### src/rtl/dcache_pkg.sv
// Shared types and field-width helpers for the direct-mapped write-through data cache.
package dcache_pkg;

  typedef enum logic [1:0] {
    IDLE   = 2'd0,
    REFILL = 2'd1,
    WRITE  = 2'd2
  } dcache_state_t;

  localparam int DEF_DATA_WIDTH = 32;
  localparam int DEF_ADDR_WIDTH = 32;
  localparam int DEF_IDX_BITS   = 3;
  localparam int DEF_TAG_W      = DEF_ADDR_WIDTH - DEF_IDX_BITS - 2;

  // Bits left above the line index and the byte offset within a word.
  function automatic int tag_width(input int addr_width, input int idx_bits);
    return addr_width - idx_bits - 2;
  endfunction

endpackage

### src/rtl/dcache_array.sv
// Valid/tag/data storage: combinational read by index, clocked line write.
// Only valid bits are reset; tag and data are don't-care while invalid.
module dcache_array
  import dcache_pkg::*;
#(
  parameter int DATA_WIDTH = DEF_DATA_WIDTH,
  parameter int TAG_W      = DEF_TAG_W,
  parameter int IDX_BITS   = DEF_IDX_BITS
) (
  input  logic                  clk,
  input  logic                  rst,
  input  logic [IDX_BITS-1:0]   rd_idx_i,
  output logic                  rd_vld_o,
  output logic [TAG_W-1:0]      rd_tag_o,
  output logic [DATA_WIDTH-1:0] rd_dat_o,
  input  logic                  wr_en_i,
  input  logic                  set_vld_i,
  input  logic [IDX_BITS-1:0]   wr_idx_i,
  input  logic [TAG_W-1:0]      wr_tag_i,
  input  logic [DATA_WIDTH-1:0] wr_dat_i
);

  localparam int LINES = 1 << IDX_BITS;

  logic [LINES-1:0]      valid_q;
  logic [TAG_W-1:0]      tag_q  [LINES];
  logic [DATA_WIDTH-1:0] data_q [LINES];

  always_ff @(posedge clk or negedge rst) begin
    if (!rst) begin
      valid_q <= '0;
    end else if (wr_en_i && set_vld_i) begin
      valid_q[wr_idx_i] <= 1'b1;
    end
  end

  always_ff @(posedge clk) begin
    if (wr_en_i) begin
      tag_q[wr_idx_i]  <= wr_tag_i;
      data_q[wr_idx_i] <= wr_dat_i;
    end
  end

  assign rd_vld_o = valid_q[rd_idx_i];
  assign rd_tag_o = tag_q[rd_idx_i];
  assign rd_dat_o = data_q[rd_idx_i];

endmodule

### src/rtl/data_cache_ctrl.sv
// Direct-mapped write-through no-allocate cache: load hits in 0 cycles, misses/stores stall until mem_ack.
// Optional DCACHE_STATS_EN adds wrapping 32-bit hit_count/miss_count outputs.
module data_cache_ctrl
  import dcache_pkg::*;
#(
  parameter int DATA_WIDTH = DEF_DATA_WIDTH,
  parameter int ADDR_WIDTH = DEF_ADDR_WIDTH,
  parameter int IDX_BITS   = DEF_IDX_BITS
) (
  input  logic                  clk,
  input  logic                  rst,
  input  logic                  cpu_req,
  input  logic                  cpu_we,
  input  logic [ADDR_WIDTH-1:0] cpu_addr,
  input  logic [DATA_WIDTH-1:0] cpu_wdata,
  output logic [DATA_WIDTH-1:0] cpu_rdata,
  output logic                  stall,
  output logic                  mem_req,
  output logic                  mem_we,
  output logic [ADDR_WIDTH-1:0] mem_addr,
  output logic [DATA_WIDTH-1:0] mem_wdata,
  input  logic [DATA_WIDTH-1:0] mem_rdata,
  input  logic                  mem_ack
`ifdef DCACHE_STATS_EN
  ,
  output logic [31:0]           hit_count,
  output logic [31:0]           miss_count
`endif
);

  localparam int TAG_W = tag_width(ADDR_WIDTH, IDX_BITS);

  dcache_state_t         state_q;
  logic [ADDR_WIDTH-3:0] addr_q;
  logic [DATA_WIDTH-1:0] wdata_q;
  logic                  mem_req_q;
  logic                  mem_we_q;

  logic [IDX_BITS-1:0]   rd_idx;
  logic [TAG_W-1:0]      req_tag;
  logic                  line_vld;
  logic [TAG_W-1:0]      line_tag;
  logic [DATA_WIDTH-1:0] line_dat;
  logic                  hit;
  logic                  idle;
  logic                  load_hit;
  logic                  load_miss;
  logic                  wr_en;
  logic                  set_vld;
  logic                  unused_addr_bits;

  assign unused_addr_bits = ^cpu_addr[1:0];

  // In IDLE the live CPU address is looked up; otherwise the latched one.
  always_comb begin
    rd_idx  = addr_q[IDX_BITS-1:0];
    req_tag = addr_q[ADDR_WIDTH-3:IDX_BITS];
    if (state_q == IDLE) begin
      rd_idx  = cpu_addr[IDX_BITS+1:2];
      req_tag = cpu_addr[ADDR_WIDTH-1:IDX_BITS+2];
    end
  end

  assign hit       = line_vld && (line_tag == req_tag);
  assign idle      = (state_q == IDLE);
  assign load_hit  = idle && cpu_req && !cpu_we && hit;
  assign load_miss = idle && cpu_req && !cpu_we && !hit;

  assign set_vld = (state_q == REFILL) && mem_ack;
  assign wr_en   = set_vld || ((state_q == WRITE) && mem_ack && hit);

  dcache_array #(
    .DATA_WIDTH (DATA_WIDTH),
    .TAG_W      (TAG_W),
    .IDX_BITS   (IDX_BITS)
  ) u_array (
    .clk       (clk),
    .rst       (rst),
    .rd_idx_i  (rd_idx),
    .rd_vld_o  (line_vld),
    .rd_tag_o  (line_tag),
    .rd_dat_o  (line_dat),
    .wr_en_i   (wr_en),
    .set_vld_i (set_vld),
    .wr_idx_i  (addr_q[IDX_BITS-1:0]),
    .wr_tag_i  (addr_q[ADDR_WIDTH-3:IDX_BITS]),
    .wr_dat_i  ((state_q == REFILL) ? mem_rdata : wdata_q)
  );

  always_ff @(posedge clk or negedge rst) begin
    if (!rst) begin
      state_q   <= IDLE;
      addr_q    <= '0;
      wdata_q   <= '0;
      mem_req_q <= 1'b0;
      mem_we_q  <= 1'b0;
    end else begin
      case (state_q)
        IDLE: begin
          if (cpu_req && cpu_we) begin
            addr_q    <= cpu_addr[ADDR_WIDTH-1:2];
            wdata_q   <= cpu_wdata;
            mem_req_q <= 1'b1;
            mem_we_q  <= 1'b1;
            state_q   <= WRITE;
          end else if (load_miss) begin
            addr_q    <= cpu_addr[ADDR_WIDTH-1:2];
            mem_req_q <= 1'b1;
            mem_we_q  <= 1'b0;
            state_q   <= REFILL;
          end
        end
        REFILL, WRITE: begin
          if (mem_ack) begin
            mem_req_q <= 1'b0;
            mem_we_q  <= 1'b0;
            state_q   <= IDLE;
          end
        end
        default: state_q <= IDLE;
      endcase
    end
  end

  assign mem_req   = mem_req_q;
  assign mem_we    = mem_we_q;
  assign mem_addr  = {addr_q, 2'b00};
  assign mem_wdata = wdata_q;

  // The ack cycle releases the stall so the CPU can retire in the same cycle.
  always_comb begin
    stall     = !mem_ack;
    cpu_rdata = '0;
    if (idle) begin
      stall = cpu_req && !load_hit;
      if (load_hit) cpu_rdata = line_dat;
    end else if ((state_q == REFILL) && mem_ack) begin
      cpu_rdata = mem_rdata;
    end
  end

`ifdef DCACHE_STATS_EN
  logic [31:0] hit_cnt_q, hit_cnt_d;
  logic [31:0] miss_cnt_q, miss_cnt_d;

  assign hit_cnt_d  = hit_cnt_q + 32'(load_hit);
  assign miss_cnt_d = miss_cnt_q + 32'(load_miss);

  always_ff @(posedge clk or negedge rst) begin
    if (!rst) begin
      hit_cnt_q  <= '0;
      miss_cnt_q <= '0;
    end else begin
      hit_cnt_q  <= hit_cnt_d;
      miss_cnt_q <= miss_cnt_d;
    end
  end

  assign hit_count  = hit_cnt_q;
  assign miss_count = miss_cnt_q;
`endif

endmodule

### config.mk
export PLATFORM = sky130hd
export DESIGN_NAME = data_cache_ctrl
export DESIGN_NICKNAME = d
export VERILOG_FILES = /design/src/rtl/dcache_pkg.sv /design/src/rtl/dcache_array.sv /design/src/rtl/data_cache_ctrl.sv
export SDC_FILE = /design/constraint.sdc
export NUM_CORES = 1
export LEC_CHECK = 0
export BUFFER_PORTS_ARGS = -buffer_cell sky130_fd_sc_hd__buf_2
export CAP_MARGIN = 0
export CORE_UTILIZATION = 25
export DETAILED_ROUTE_END_ITERATION = 12
export GPL_TIMING_DRIVEN = 0
export SETUP_SLACK_MARGIN = 0.4
export SYNTH_ARGS = -nofsm -noshare
export SYNTH_HDL_FRONTEND = slang
export SYNTH_SLANG_ARGS = --single-unit
### constraint.sdc
create_clock -name clk -period 7.2 [get_ports clk]
set_input_delay 1.8 -clock clk [delete_from_list [all_inputs] [get_ports clk]]
set_output_delay 1.8 -clock clk [all_outputs]
set_load 0.05 [all_outputs]
After elaboration in Yosys (flattened, before gate mapping)
Memory sizes are Yosys's and may differ from the RTL's.
Cells that the tools add are included.
{ "totals": {"ramBits": 472, "inputBits": 101, "out_inout_bits": 99, "mem_count": 2, "ff_bits": 74} }
{ "memory_table": {"columns": ["name", "words", "word_bits", "rd", "rd_clocked_by_memory_dff", "write_ports", "line_no", "rtl"], "rows": [
  ["u_array.data_q", 8, 32, 1, 0, 1, "dcache_array.sv:27", "logic [DATA_WIDTH-1:0] data_q [LINES];"],
  ["u_array.tag_q", 8, 27, 1, 0, 1, "dcache_array.sv:26", "logic [TAG_W-1:0] tag_q [LINES];"]
]} }
{ "op_classes": {"n_lt_le_gt_ge": 3, "n_bitwise": 1, "n_mux": 26, "n_reduce_logical": 25, "eq_ne": 5} }
{ "ops": {"columns": ["op", "count"], "rows": [
  ["32-bit 2-to-1 mux", 4],
  ["30-bit 2-to-1 mux", 2],
  ["27-bit == test", 1],
  ["27-bit 2-to-1 mux", 1],
  ["1-bit logical AND", 12],
  ["1-bit 2-to-1 mux", 10],
  ["3-bit by 4-bit less-than comparator with 1-bit output (second input constant)", 2],
  ["8-bit bitwise OR", 1],
  ["2-bit 2-to-1 mux", 3],
  ["2-bit AND reduction", 3],
  ["1-bit zero test", 4],
  ["1-bit case mux with 2 select lines", 2],
  ["2-bit case mux with 2 select lines", 1],
  ["2-bit nonzero test", 2],
  ["1-bit binary-select mux with 3-bit select", 1],
  ["1-bit demux with 3-bit select", 1],
  ["3-bit by 1-bit >= comparator with 1-bit output (second input constant)", 1],
  ["3-bit 2-to-1 mux", 1],
  ["3-bit by 1-bit != test with 1-bit output (second input constant)", 1],
  ["3-bit AND reduction", 1],
  ["2-bit by 1-bit == test with 1-bit output (second input constant)", 1],
  ["2-bit == test (second input constant)", 1],
  ["2-bit zero test", 1],
  ["2-bit != test (second input constant)", 1],
  ["other kinds (2)", 2]
]} }

Logic depth before layout (Yosys ltp)
Gate-level depths: netlist of the first run.
{ "depth": {"depth_word": 10, "mapped_depth": 18, "depth_no_buf": 12} }

By module
A second synthesis of the first run with hierarchy kept.
{ "hier_totals": {"hier_cells": 1106, "hier_area_um2": 22268.9} }
{ "modules_own_cells": {"columns": ["module", "instances", "seq_area_each_um2", "area_per_inst_um2", "cells_per_inst"], "rows": [
  ["dcache_array", 1, 14373.8, 18107.4, 717],
  ["data_cache_ctrl", 1, 1651.6, 4161.5, 389]
]} }

Worst setup path before layout of the first run
Ideal clock, no wire load.
{ "synth_timing": {"kind": "input-to-output", "start": "input port cpu_addr[2]", "end": "output port cpu_rdata[10]", "required_time_ns": 5.400, "path_slack_ns": -0.018, "path_buffers": 2, "stages": 12, "t_arrival_ns": 5.418, "path_cell_list": "nor3b_1 -> or2_2 -> buf_2 -> nand3_1 -> nand4_1 -> xnor2_1 -> or3b_1 -> or4_4 -> nor4_4 -> nand2_1 -> clkbuf_1 -> o21ai_0"} }
{ "synth_between": {"elab_chain_cells": 7} }
{ "synth_rtl": {"columns": ["item", "line_no", "rtl"], "rows": [
  ["start: declaration", "data_cache_ctrl.sv:14", "input logic [ADDR_WIDTH-1:0] cpu_addr,"],
  ["3-bit 2-to-1 mux (*)", "data_cache_ctrl.sv:58", "if (state_q == IDLE) begin"],
  ["memory read 8 x 27 bit / 1-bit binary-select mux with 3-bit select (equally long branches)", null, null],
  ["27-bit == test / 1-bit 2-to-1 mux (equally long branches)", "data_cache_ctrl.sv:64, dcache_array.sv:44", null],
  ["1-bit logical AND", "data_cache_ctrl.sv:64", "assign hit = line_vld && (line_tag == req_tag);"],
  ["1-bit logical AND", "data_cache_ctrl.sv:66", "assign load_hit = idle && cpu_req && !cpu_we && hit;"],
  ["32-bit 2-to-1 mux (*)", "data_cache_ctrl.sv:136", "if (load_hit) cpu_rdata = line_dat;"],
  ["32-bit 2-to-1 mux (*)", "data_cache_ctrl.sv:134", "if (idle) begin"],
  ["end: declaration", "data_cache_ctrl.sv:16", "output logic [DATA_WIDTH-1:0] cpu_rdata,"]
]} }
Mark *: on every way between the ends. The rest lies on a longest branch, timed or not. The select of a mux whose other input is x is not followed.

Final worst setup path of the first run
{ "layout_timing": {"start": "input port cpu_addr[3]", "end": "output port cpu_rdata[12]"} }
The elaborated chain is that of the path after synthesis.

==> flow_summary_export.csv, run 1 <==
group,metric,value,unit
outcome,status,"complete, no violations",
logic_synthesis,ys_ff_latch,546,
routing,drt-pass1-iter-count,7,
sta,setup_viol,0,
routing,postRouteAntennaNets,0,
setup_path,slowest_delay,0.30,ns
grt,grt_usage,0.144,
setup_path,r2r_slack,1.67,ns
die,die_w,308,um
die,dieArea,94900,um^2
setup_path,crit_arrival,5.06,ns
setup_path,crit_family,"buffers and inverters",
grt,antenna_found_initial,4,
logic_synthesis,yosysUniqueCellTypes,71,
setup_path,cp_cell_sequence,"buf_6, buf_6, mux2i_4, buf_6, buf_6, buf_6, nand2_2, a32o_2, a221oi_4, xnor2_2, a2111oi_4, nand4_1, nor4_4, buf_4, nand2_8, clkbuf_16, o21ai_4, buf_6",
logic_synthesis,synth_commonest_cells,"edfxtp_1, nand2_1, dfrtp_1, mux2_2",
clock_tree,worstSkewPairLatency,0.62,ns
die,core_area,92200,um^2
sta,drv_slew,0,
logic_synthesis,synth.most_common_cell,"edfxtp_1",
logic_synthesis,synth_ff_type,"edfxtp_1",
die,die_h,308,um
setup_path,critPathRequiredTime,5.40,ns
grt,grt_pass1_wl,101,mm
sta,max_freq,146,MHz
setup_path,r2r_start,"state_q[0]",
worst_hold_path,hold_class,"reg -> reg",
worst_hold_path,min_path_cells,1,
cells_and_area,n_antenna_cell,0,
grt,overflow,0,
clock_tree,cts_tree,"done",
clock_tree,cts.clk_slew.worst_paths,0.05,ns
clock_tree,cts-root-buf,"clkbuf_16",
logic_synthesis,synth_top_cell_by_area,"edfxtp_1",
sta,skew,0.0246,ns
sta,finalCritPeriodShare,0.952,
cells_and_area,area_growth_syn_to_layout,26.6,%
sta,worst_pin_slew,1.18,ns
sta,fin_ws,0.343,ns
power_and_ir_drop,power.leakage,10.5,nW
cells_and_area,finalNetCount,1906,
clock_tree,cts.sinks,546,
logic_synthesis,yosys_warnings,0,
routing,wl,69.6,mm
grt,grt_max_degree,53,
logic_synthesis,synth_edf_count,472,
power_and_ir_drop,peakVddDrop,312,uV
cells_and_area,layout-drive-gt1-share,0.357,
logic_synthesis,avgSynthCellArea,15.7,um^2
setup_path,crit_slowest_cell,"a2111oi_4",
setup_path,cp_max_fo,8,
worst_hold_path,min_from,"u_array.valid_q[0]",
die,start_util,0.254,
routing,via_count,14700,
setup_path,reg2reg_depth,17,
place,gp_congestion,0.863,
place,place_hpwl,46.0,mm
setup_path,crit_buf_inv,8,
die,ios,200,
logic_synthesis,synth-seq-area-share,0.684,
setup_path,rr_endpoint,"u_array.data_q[3][3]",
setup_path,crit_path_start_kind,"primary input",
routing,drt-initial-drc-count,1424,
routing,vias_per_cell,4.76,
sta,hold_viol_final,0,
setup_path,end_kind,"primary output",
sta,rsz0062_at_grt,"yes",
clock_tree,cts_made_buffers,59,
die,rows,111,
sta,fin_crit,6.86,ns
power_and_ir_drop,power_density,425,nW/um^2
cells_and_area,post-route-util,0.321,
logic_synthesis,synth_area_leaders,"edfxtp_1, dfrtp_1, mux4_2, mux2_2, mux2i_1",
logic_synthesis,synth_cells,1494,
logic_synthesis,synth-async-reset-ratio,0.136,
setup_path,path_class,"in -> out",
logic_synthesis,synth_area,23400,um^2
cells_and_area,n_fill_cell,9061,
grt,grt_pass1_vias,15400,
logic_synthesis,netlist.area_leader.share,0.605,
place,portBuffers,195,
sta,maxSlewHeadroom,0.215,
routing,drc,0,
clock_tree,clockBufferDepth,3,
routing,wire_per_inst,22.5,um
clock_tree,cts_max_level,2,
worst_hold_path,holdPathEnd,"u_array.valid_q[0]",
setup_path,cpMostUsedCell,"buf_6",
job,cap_violations,0,
place,pre_cts_slack,-1.30,ns
metal layers:
layer  GRT usage  up-vias  wire, um
met2       0.245      655     34100
met5           0        -        31
met3      0.0353      119      5650
li1            -     6437         -
met1       0.179     7501     28000
met4      0.0451        6      1940
registers in the layout, summed over array words and instances, names as in the netlist:
signal,count
addr_q,30
mem_req,1
mem_wdata,32
mem_we,1
state_q,2
u_array.data_q,256
u_array.tag_q,216
u_array.valid_q,8
stage by stage:
stage | std cells | hold slack [ns] | TNS (ns) | area, um^2 | total power, W
finish | 3095 | 0.476 | 0 | 29600 | 0.0126
global route | 3095 | 0.489 | 0 | 29600 | 0.0131
CTS | 3088 | 0.478 | 0 | 29400 | 0.0125
detailed placement | 2951 | 0.462 | -34.41 | 26500 | 0.00919
global placement | 2933 | 0.458 | -1022.08 | 26100 | 0.00908
floorplan | 1495 | 0.438 | 0 | 23500 | 0.00766
layout make-up:
| cell class | instances | area [um^2] | share of cell area |
|---|---|---|---|
| plain buffers | 88 | 757 | 0.0255 |
| clock buffers | 85 | 1660 | 0.0559 |
| clock inverters | 27 | 262 | 0.00882 |
| inverters | 12 | 48.8 | 0.00165 |
| multi-input cells | 849 | 7440 | 0.251 |
| flip-flops and latches | 546 | 16000 | 0.541 |
| well taps | 1243 | 1560 | 0.0525 |
| repair buffers | 245 | 1880 | 0.0635 |
how the worst max path moves through the flow:
stage	startpoint	to	slack, ns	depth (start not counted)
after global placement	cpu_addr[2]	u_array.data_q[4][27]	-2.20	15
after floorplan	cpu_addr[2]	cpu_rdata[0]	0.16	11
after CTS	cpu_addr[2]	cpu_rdata[10]	0.40	16
after detailed placement	cpu_addr[2]	cpu_rdata[12]	-1.30	14
final	cpu_addr[3]	cpu_rdata[12]	0.34	18
after global routing	cpu_addr[2]	cpu_rdata[12]	0.17	17
cell families after synthesis:
logic type,after synthesis,synth area share
compound gates,222,0.0625
xor+xnor,25,0.00935
fa+ha+maj,4,0.00214
buf+inv,100,0.0210
flops,546,0.684
mux,234,0.146
other cells,1,0.000160
simple gates,362,0.0742
what timing repair did:
item	in CTS	in global routing
pin swaps	30	16
buffers inserted	22	5
hold buffers	0	0
gates cloned	3	2
endpoints found under the setup margin	33	33
gates resized for setup	199	38
cells in the final DEF, fill, tap and decap left out, types with 9 or more instances in the layout:
| master | Yosys | routed |
|---|---|---|
| o22ai_1 | 35 | 32 |
| mux4_2 | 66 | 66 |
| o21bai_1 | 10 | 10 |
| nand3_1 | 65 | 64 |
| a221oi_1 | 14 | 11 |
| nor2_4 | 0 | 9 |
| buf_2 | 30 | 175 |
| nand2_1 | 165 | 161 |
| mux2i_1 | 66 | 65 |
| o21ai_2 | 0 | 24 |
| xor2_1 | 11 | 11 |
| clkbuf_16 | 0 | 64 |
| nor2b_1 | 57 | 56 |
| mux2_2 | 70 | 67 |
| edfxtp_1 | 472 | 472 |
| nor2_1 | 29 | 21 |
| clkinv_2 | 0 | 13 |
| nand4_1 | 10 | 10 |
| o21ai_0 | 62 | 30 |
| buf_6 | 4 | 56 |
| inv_1 | 10 | 9 |
| buf_4 | 13 | 37 |
| clkbuf_1 | 26 | 34 |
| a211oi_1 | 12 | 10 |
| dfrtp_1 | 74 | 73 |
| mux2_4 | 29 | 32 |
| buf_12 | 0 | 20 |
| a21oi_1 | 39 | 39 |
power by group:
group / switching (W) / internal [W]
Clock: 0.00125 / 0.00174
Sequential: 0.000375 / 0.00419
Combinational: 0.00318 / 0.00184
Total: 0.00481 / 0.00777
(Power assumes the default switching activity.)
==> inputs of run 2 (changes only) <==
clock period = 8.8 ns   (was 7.2 ns; I/O delays follow)
==> run 2 against run 1 <==
- via count fell by 1.3%
- combinational power decreased by 25%
- critical path depth unchanged
- sequential power decreased by 18%
- global-route usage hardly changed
- cell area is 3.8% lower
- utilization down 1.2 points
- power decreased by 22%
- sequential share of layout area grew 2.1 points
- register-to-register slack gained 1.0 ns
- cell count fell by 0.90%
- critical path type unchanged
==> flow_summary_export.csv, run 2 (synthesized netlist as in run 1, its figures left out) <==
group,metric,value,unit
grt,grt_pass1_wl,100,mm
place,gp_congestion,0.850,
power_and_ir_drop,clockPowerShare,0.240,
grt,grt_pass1_vias,14800,
die,ios,200,
routing,wl,69.4,mm
cells_and_area,layout_commonest_cell,"edfxtp_1",
die,dieArea,94900,um^2
setup_path,cp_max_fo,10,
clock_tree,cts_tree,"done",
sta,drv_slew,0,
clock_tree,clockBufferDepth,3,
place,pre_cts_slack,-0.471,ns
cells_and_area,area_growth_syn_to_layout,21.8,%
sta,worst_pin_slew,1.13,ns
sta,rsz0062_at_grt,"no",
sta,fin_ws,0.512,ns
grt,grt_usage,0.144,
grt,antenna_found_initial,5,
cells_and_area,final-instance-count-excl-fill,3067,
power_and_ir_drop,power_density,346,nW/um^2
outcome,status,"complete, no violations",
power_and_ir_drop,switchingPower,0.00378,W
power_and_ir_drop,combPwrFrac,0.381,
clock_tree,cts_max_level,2,
routing,via_count,14500,
sta,setup_viol,0,
worst_hold_path,min_from,"u_array.valid_q[3]",
power_and_ir_drop,power.leakage,9.97,nW
setup_path,reg2reg_depth,18,
setup_path,rr_endpoint,"u_array.data_q[5][20]",
die,die_h,308,um
sta,fin_crit,8.29,ns
clock_tree,cts.sinks,546,
place,place_hpwl,47.7,mm
setup_path,r2r_start,"state_q[0]",
place,dp_cells,2957,
setup_path,cpMostUsedCell,"buf_4",
job,cap_violations,0,
clock_tree,cts.clk_slew.worst_paths,0.06,ns
setup_path,path_class,"in -> out",
power_and_ir_drop,seqPwrFrac,0.378,
setup_path,r2r_slack,2.67,ns
worst_hold_path,hold_class,"reg -> reg",
routing,drc,0,
routing,wire_per_inst,22.6,um
sta,finalCritPeriodShare,0.942,
setup_path,crit_path_end,"stall",
power_and_ir_drop,swShare,0.383,
clock_tree,cts_made_buffers,57,
setup_path,crit_slowest_cell,"nor4_1",
routing,postRouteAntennaNets,0,
clock_tree,hold_buffers,0,
cells_and_area,final_cell_mix,"edfxtp_1, buf_2, nand2_1, dfrtp_1, mux2_2",
cells_and_area,finalNetCount,1880,
setup_path,end_kind,"primary output",
die,die_w,308,um
clock_tree,worstSkewPairLatency,0.61,ns
setup_path,crit_arrival,6.09,ns
cells_and_area,largest_register_ffs,256,
cells_and_area,layout-drive-gt1-share,0.306,
setup_path,slowest_delay,0.35,ns
sta,max_freq,121,MHz
sta,skew,0.0173,ns
cells_and_area,regMostFlops,"u_array.data_q",
sta,hold_ws,0.476,ns
cells_and_area,n_fill_cell,9050,
grt,overflow,0,
die,core_area,92200,um^2
setup_path,critPathRequiredTime,6.60,ns
sta,hold_viol_final,0,
grt,grt_max_degree,55,
die,rows,111,
clock_tree,cts-root-buf,"clkbuf_16",
routing,drt-pass1-iter-count,5,
routing,drt-initial-drc-count,1385,
setup_path,cp_cell_sequence,"buf_2, mux2_2, buf_4, buf_6, buf_4, nand2_1, a221oi_1, o22ai_1, xor2_1, nor4_1, nand4_1, nor4_4, buf_4, buf_4, a21oi_2, buf_6, o21bai_2, buf_6",
power_and_ir_drop,p_int,0.00608,W
setup_path,crit_path_start_kind,"primary input",
power_and_ir_drop,peakVddDrop,201,uV
sta,maxSlewHeadroom,0.249,
routing,vias_per_cell,4.74,
setup_path,startpoint,"cpu_addr[2]",
place,portBuffers,195,
die,start_util,0.254,
-- run 2: power groups by stage --
stage	registers [W]	clock network [W]	logic, W
finish	0.00373	0.00237	0.00376
floorplan	0.00421	0	0.00204
global route	0.00378	0.00251	0.00400
global placement	0.00377	0	0.00364
CTS	0.00373	0.00242	0.00377
detailed placement	0.00378	0	0.00373
-- run 2: routing by layer --
metal	global-route usage	wire, um
met5	0	25
met4	0.0428	2050
met3	0.0313	5010
met2	0.243	33700
met1	0.184	28600
-- run 2: worst min-delay path by stage --
stage                                    end  slack [ns]  cells past startpoint
after floorplan           u_array.valid_q[1]        0.44                      1
after global placement    u_array.valid_q[4]        0.46                      1
after detailed placement  u_array.valid_q[3]        0.46                      1
after CTS                 u_array.valid_q[3]        0.48                      1
after global routing      u_array.valid_q[4]        0.50                      1
final                     u_array.valid_q[3]        0.48                      1
-- run 2: per-stage QoR --
stage	total power, W	utilization	area, um^2	setup TNS [ns]
finish	0.00986	0.309	28500	0
CTS	0.00993	0.309	28500	0
global placement	0.00741	0.281	25900	-1530.46
global route	0.0103	0.309	28500	0
floorplan	0.00625	-	23400	0
detailed placement	0.00752	0.288	26500	-3.38
-- run 2: area by class of cell --
| cell class | count | area, um^2 | share of cell area |
|---|---|---|---|
| diodes | 3 | 7.51 | 0.000263 |
| plain buffers | 88 | 478 | 0.0168 |
| clock buffers | 75 | 1570 | 0.0549 |
| clock inverters | 30 | 263 | 0.00922 |
| inverters | 12 | 48.8 | 0.00171 |
| multi-input cells | 849 | 7020 | 0.246 |
| flip-flops and latches | 546 | 16000 | 0.562 |
| well taps | 1243 | 1560 | 0.0546 |
| repair buffers | 221 | 1540 | 0.0540 |
-- run 2: what timing repair did --
item / in CTS / in global routing
setup endpoints to repair: 33 / 33
resized for setup: 27 / 20
pin swaps: 2 / 3
buffers inserted: 1 / 1
cloned: 0 / 0
-- run 2: worst max-delay path, delay by kind of cell --
kind	cells	cell delay (ns)
mux	1	0.20
simple gates	4	0.99
compound gates	4	0.86
buf+inv	8	1.60
xor+xnor	1	0.21
==> inputs of run 3 (changes only) <==
clock period = 9.22 ns   (was 8.8 ns; I/O delays follow)
==> run 3 against run 2 <==
- largest cell class unchanged
- worst setup slack better by 0.030 ns
- clock power shrank 5%
- critical path depth stayed put
==> flow_summary_export.csv, run 3 (synthesized netlist as in run 1, its figures left out) <==
group,metric,value,unit
setup_path,reg2reg_depth,18,
setup_path,slowest_delay,0.34,ns
sta,drv_slew,0,
setup_path,crit_path_start_kind,"primary input",
sta,finalCritPeriodShare,0.941,
cells_and_area,finalNetCount,1880,
routing,wire_per_inst,22.6,um
setup_path,cp_max_fo,10,
cells_and_area,final_cell_mix,"edfxtp_1, buf_2, nand2_1, dfrtp_1, mux2_2",
sta,setup_viol,0,
sta,rsz0062_at_grt,"no",
setup_path,end_kind,"primary output",
power_and_ir_drop,switchingPower,0.00360,W
sta,fin_tns_setup,0,ns
place,pre_cts_slack,-0.261,ns
cells_and_area,layout_commonest_cell,"edfxtp_1",
place,place_hpwl,47.7,mm
power_and_ir_drop,p_int,0.00579,W
grt,antenna_found_initial,5,
die,die_h,308,um
die,dieArea,94900,um^2
setup_path,path_depth,18,
routing,drt-pass1-iter-count,5,
die,die_w,308,um
power_and_ir_drop,clockPowerShare,0.241,
sta,maxSlewHeadroom,0.213,
setup_path,critPathRequiredTime,6.92,ns
job,cap_violations,0,
clock_tree,cts.clk_slew.worst_paths,0.06,ns
power_and_ir_drop,peakVddDrop,191,uV
setup_path,cp_cell_sequence,"buf_2, mux2_2, buf_2, buf_4, clkbuf_4, nand2_1, a221oi_1, o22ai_1, xor2_1, nor4_1, nand4_1, nor4_4, buf_4, buf_4, a21oi_2, buf_6, o21bai_1, clkbuf_4",
outcome,status,"complete, no violations",
routing,postRouteAntennaNets,0,
die,ios,200,
routing,wl,69.4,mm
cells_and_area,largest_register_ffs,256,
clock_tree,cts_made_buffers,57,
routing,drc,0,
grt,grt_pass1_wl,100,mm
die,core_area,92200,um^2
sta,hold_ws,0.475,ns
die,start_util,0.254,
cells_and_area,area_growth_syn_to_layout,21.5,%
setup_path,cpMostUsedCell,"buf_4",
power_and_ir_drop,combPwrFrac,0.380,
setup_path,crit_slowest_cell,"buf_2",
sta,max_freq,115,MHz
setup_path,crit_arrival,6.37,ns
power_and_ir_drop,power.leakage,9.96,nW
cells_and_area,layout-drive-gt1-share,0.302,
worst_hold_path,hold_class,"reg -> reg",
clock_tree,cts-root-buf,"clkbuf_16",
place,portBuffers,195,
routing,via_count,14500,
clock_tree,cts.sinks,546,
clock_tree,hold_buffers,0,
setup_path,r2r_slack,3.12,ns
power_and_ir_drop,swShare,0.383,
power_and_ir_drop,power_density,330,nW/um^2
die,rows,111,
setup_path,crit_buf_inv,8,
clock_tree,worstSkewPairLatency,0.61,ns
clock_tree,cts_max_level,2,
grt,overflow,0,
sta,worst_pin_slew,1.18,ns
routing,drt-initial-drc-count,1380,
setup_path,path_class,"in -> out",
clock_tree,clockBufferDepth,3,
power_and_ir_drop,seqPwrFrac,0.379,
worst_hold_path,min_path_cells,1,
routing,vias_per_cell,4.74,
cells_and_area,regMostFlops,"u_array.data_q",
sta,fin_ws,0.543,ns
setup_path,crit_family,"buffers and inverters",
sta,skew,0.0194,ns
grt,grt_max_degree,55,
place,gp_congestion,0.850,
clock_tree,cts_tree,"done",
grt,grt_pass1_vias,14800,
grt,grt_usage,0.144,
sta,fin_crit,8.68,ns
sta,hold_viol_final,0,
==> run 3: changes by cell type in the layout (fill, tap and decap cells not counted), sizes merged <==
cell | before | now
buf | 280 | 278
clkbuf | 104 | 106
clkinvlp | 3 | 2
inv | 13 | 14
==> run 3: power groups by stage <==
stage,Sequential (W),Clock [W],Combinational (W)
3_3_place_gp,0.00360,0,0.00348
2_1_floorplan,0.00402,0,0.00195
5_1_grt,0.00361,0.00240,0.00380
4_1_cts,0.00356,0.00231,0.00359
6_report,0.00356,0.00226,0.00357
3_5_place_dp,0.00361,0,0.00356
==> run 3: final timing paths <==
path,startpoint,endpoint
worst max-delay path,cpu_addr[2],stall
worst max register to register,state_q[0],u_array.data_q[5][8]
worst min register to register,u_array.valid_q[3],u_array.valid_q[3]
min in group asynchronous,rst,addr_q[23]
max in group asynchronous,rst,mem_wdata[5]
worst min-delay path,u_array.valid_q[3],u_array.valid_q[3]
==> run 3: layer usage <==
layer  part of all wire  track usage  vias up
met1               0.41        0.184     7471
met5            0.00036            0        -
met2               0.49        0.243      561
met3              0.072       0.0313      111
li1                   -            -     6386
met4              0.027       0.0423        4
==> run 3: repair_timing <==
action,4_1_cts,5_1_grt
gates resized for setup,12,11
setup endpoints to repair,33,33
buffers inserted,1,1
pin swaps,1,2
==> run 3: metrics by stage <==
step | std cells | instance area, um^2 | total power [W] | util
after detailed placement | 2957 | 26500 | 0.00717 | 0.288
final | 3067 | 28400 | 0.00940 | 0.308
after global placement | 2933 | 25900 | 0.00708 | 0.281
after CTS | 3063 | 28400 | 0.00946 | 0.308
after global routing | 3065 | 28400 | 0.00980 | 0.308
after floorplan | 1495 | 23400 | 0.00596 | -
==> run 3: worst register-to-register path: cells and delay by family, from the launching register on <==
family                   cells  cell delay (ns)
adder cells (fa/ha/maj)      1             0.23
AO/OA/AOI/OAI                1             0.27
multiplexers                 1             0.36
AND/OR/NAND/NOR              4             1.50
XOR/XNOR                     1             0.21
buffers and inverters       10             2.81
flip-flops                   1             0.41
==> run 3: cell type report <==
| cell class | instances | area (um^2) |
|---|---|---|
| fillers | 9063 | 63800 |
| flip-flops and latches | 546 | 16000 |
| multi-input cells | 849 | 7000 |
| clock buffers | 75 | 1570 |
| well taps | 1243 | 1560 |
| repair buffers | 221 | 1520 |
| plain buffers | 88 | 465 |
| clock inverters | 30 | 263 |
| inverters | 12 | 45.0 |
| diodes | 3 | 7.51 |
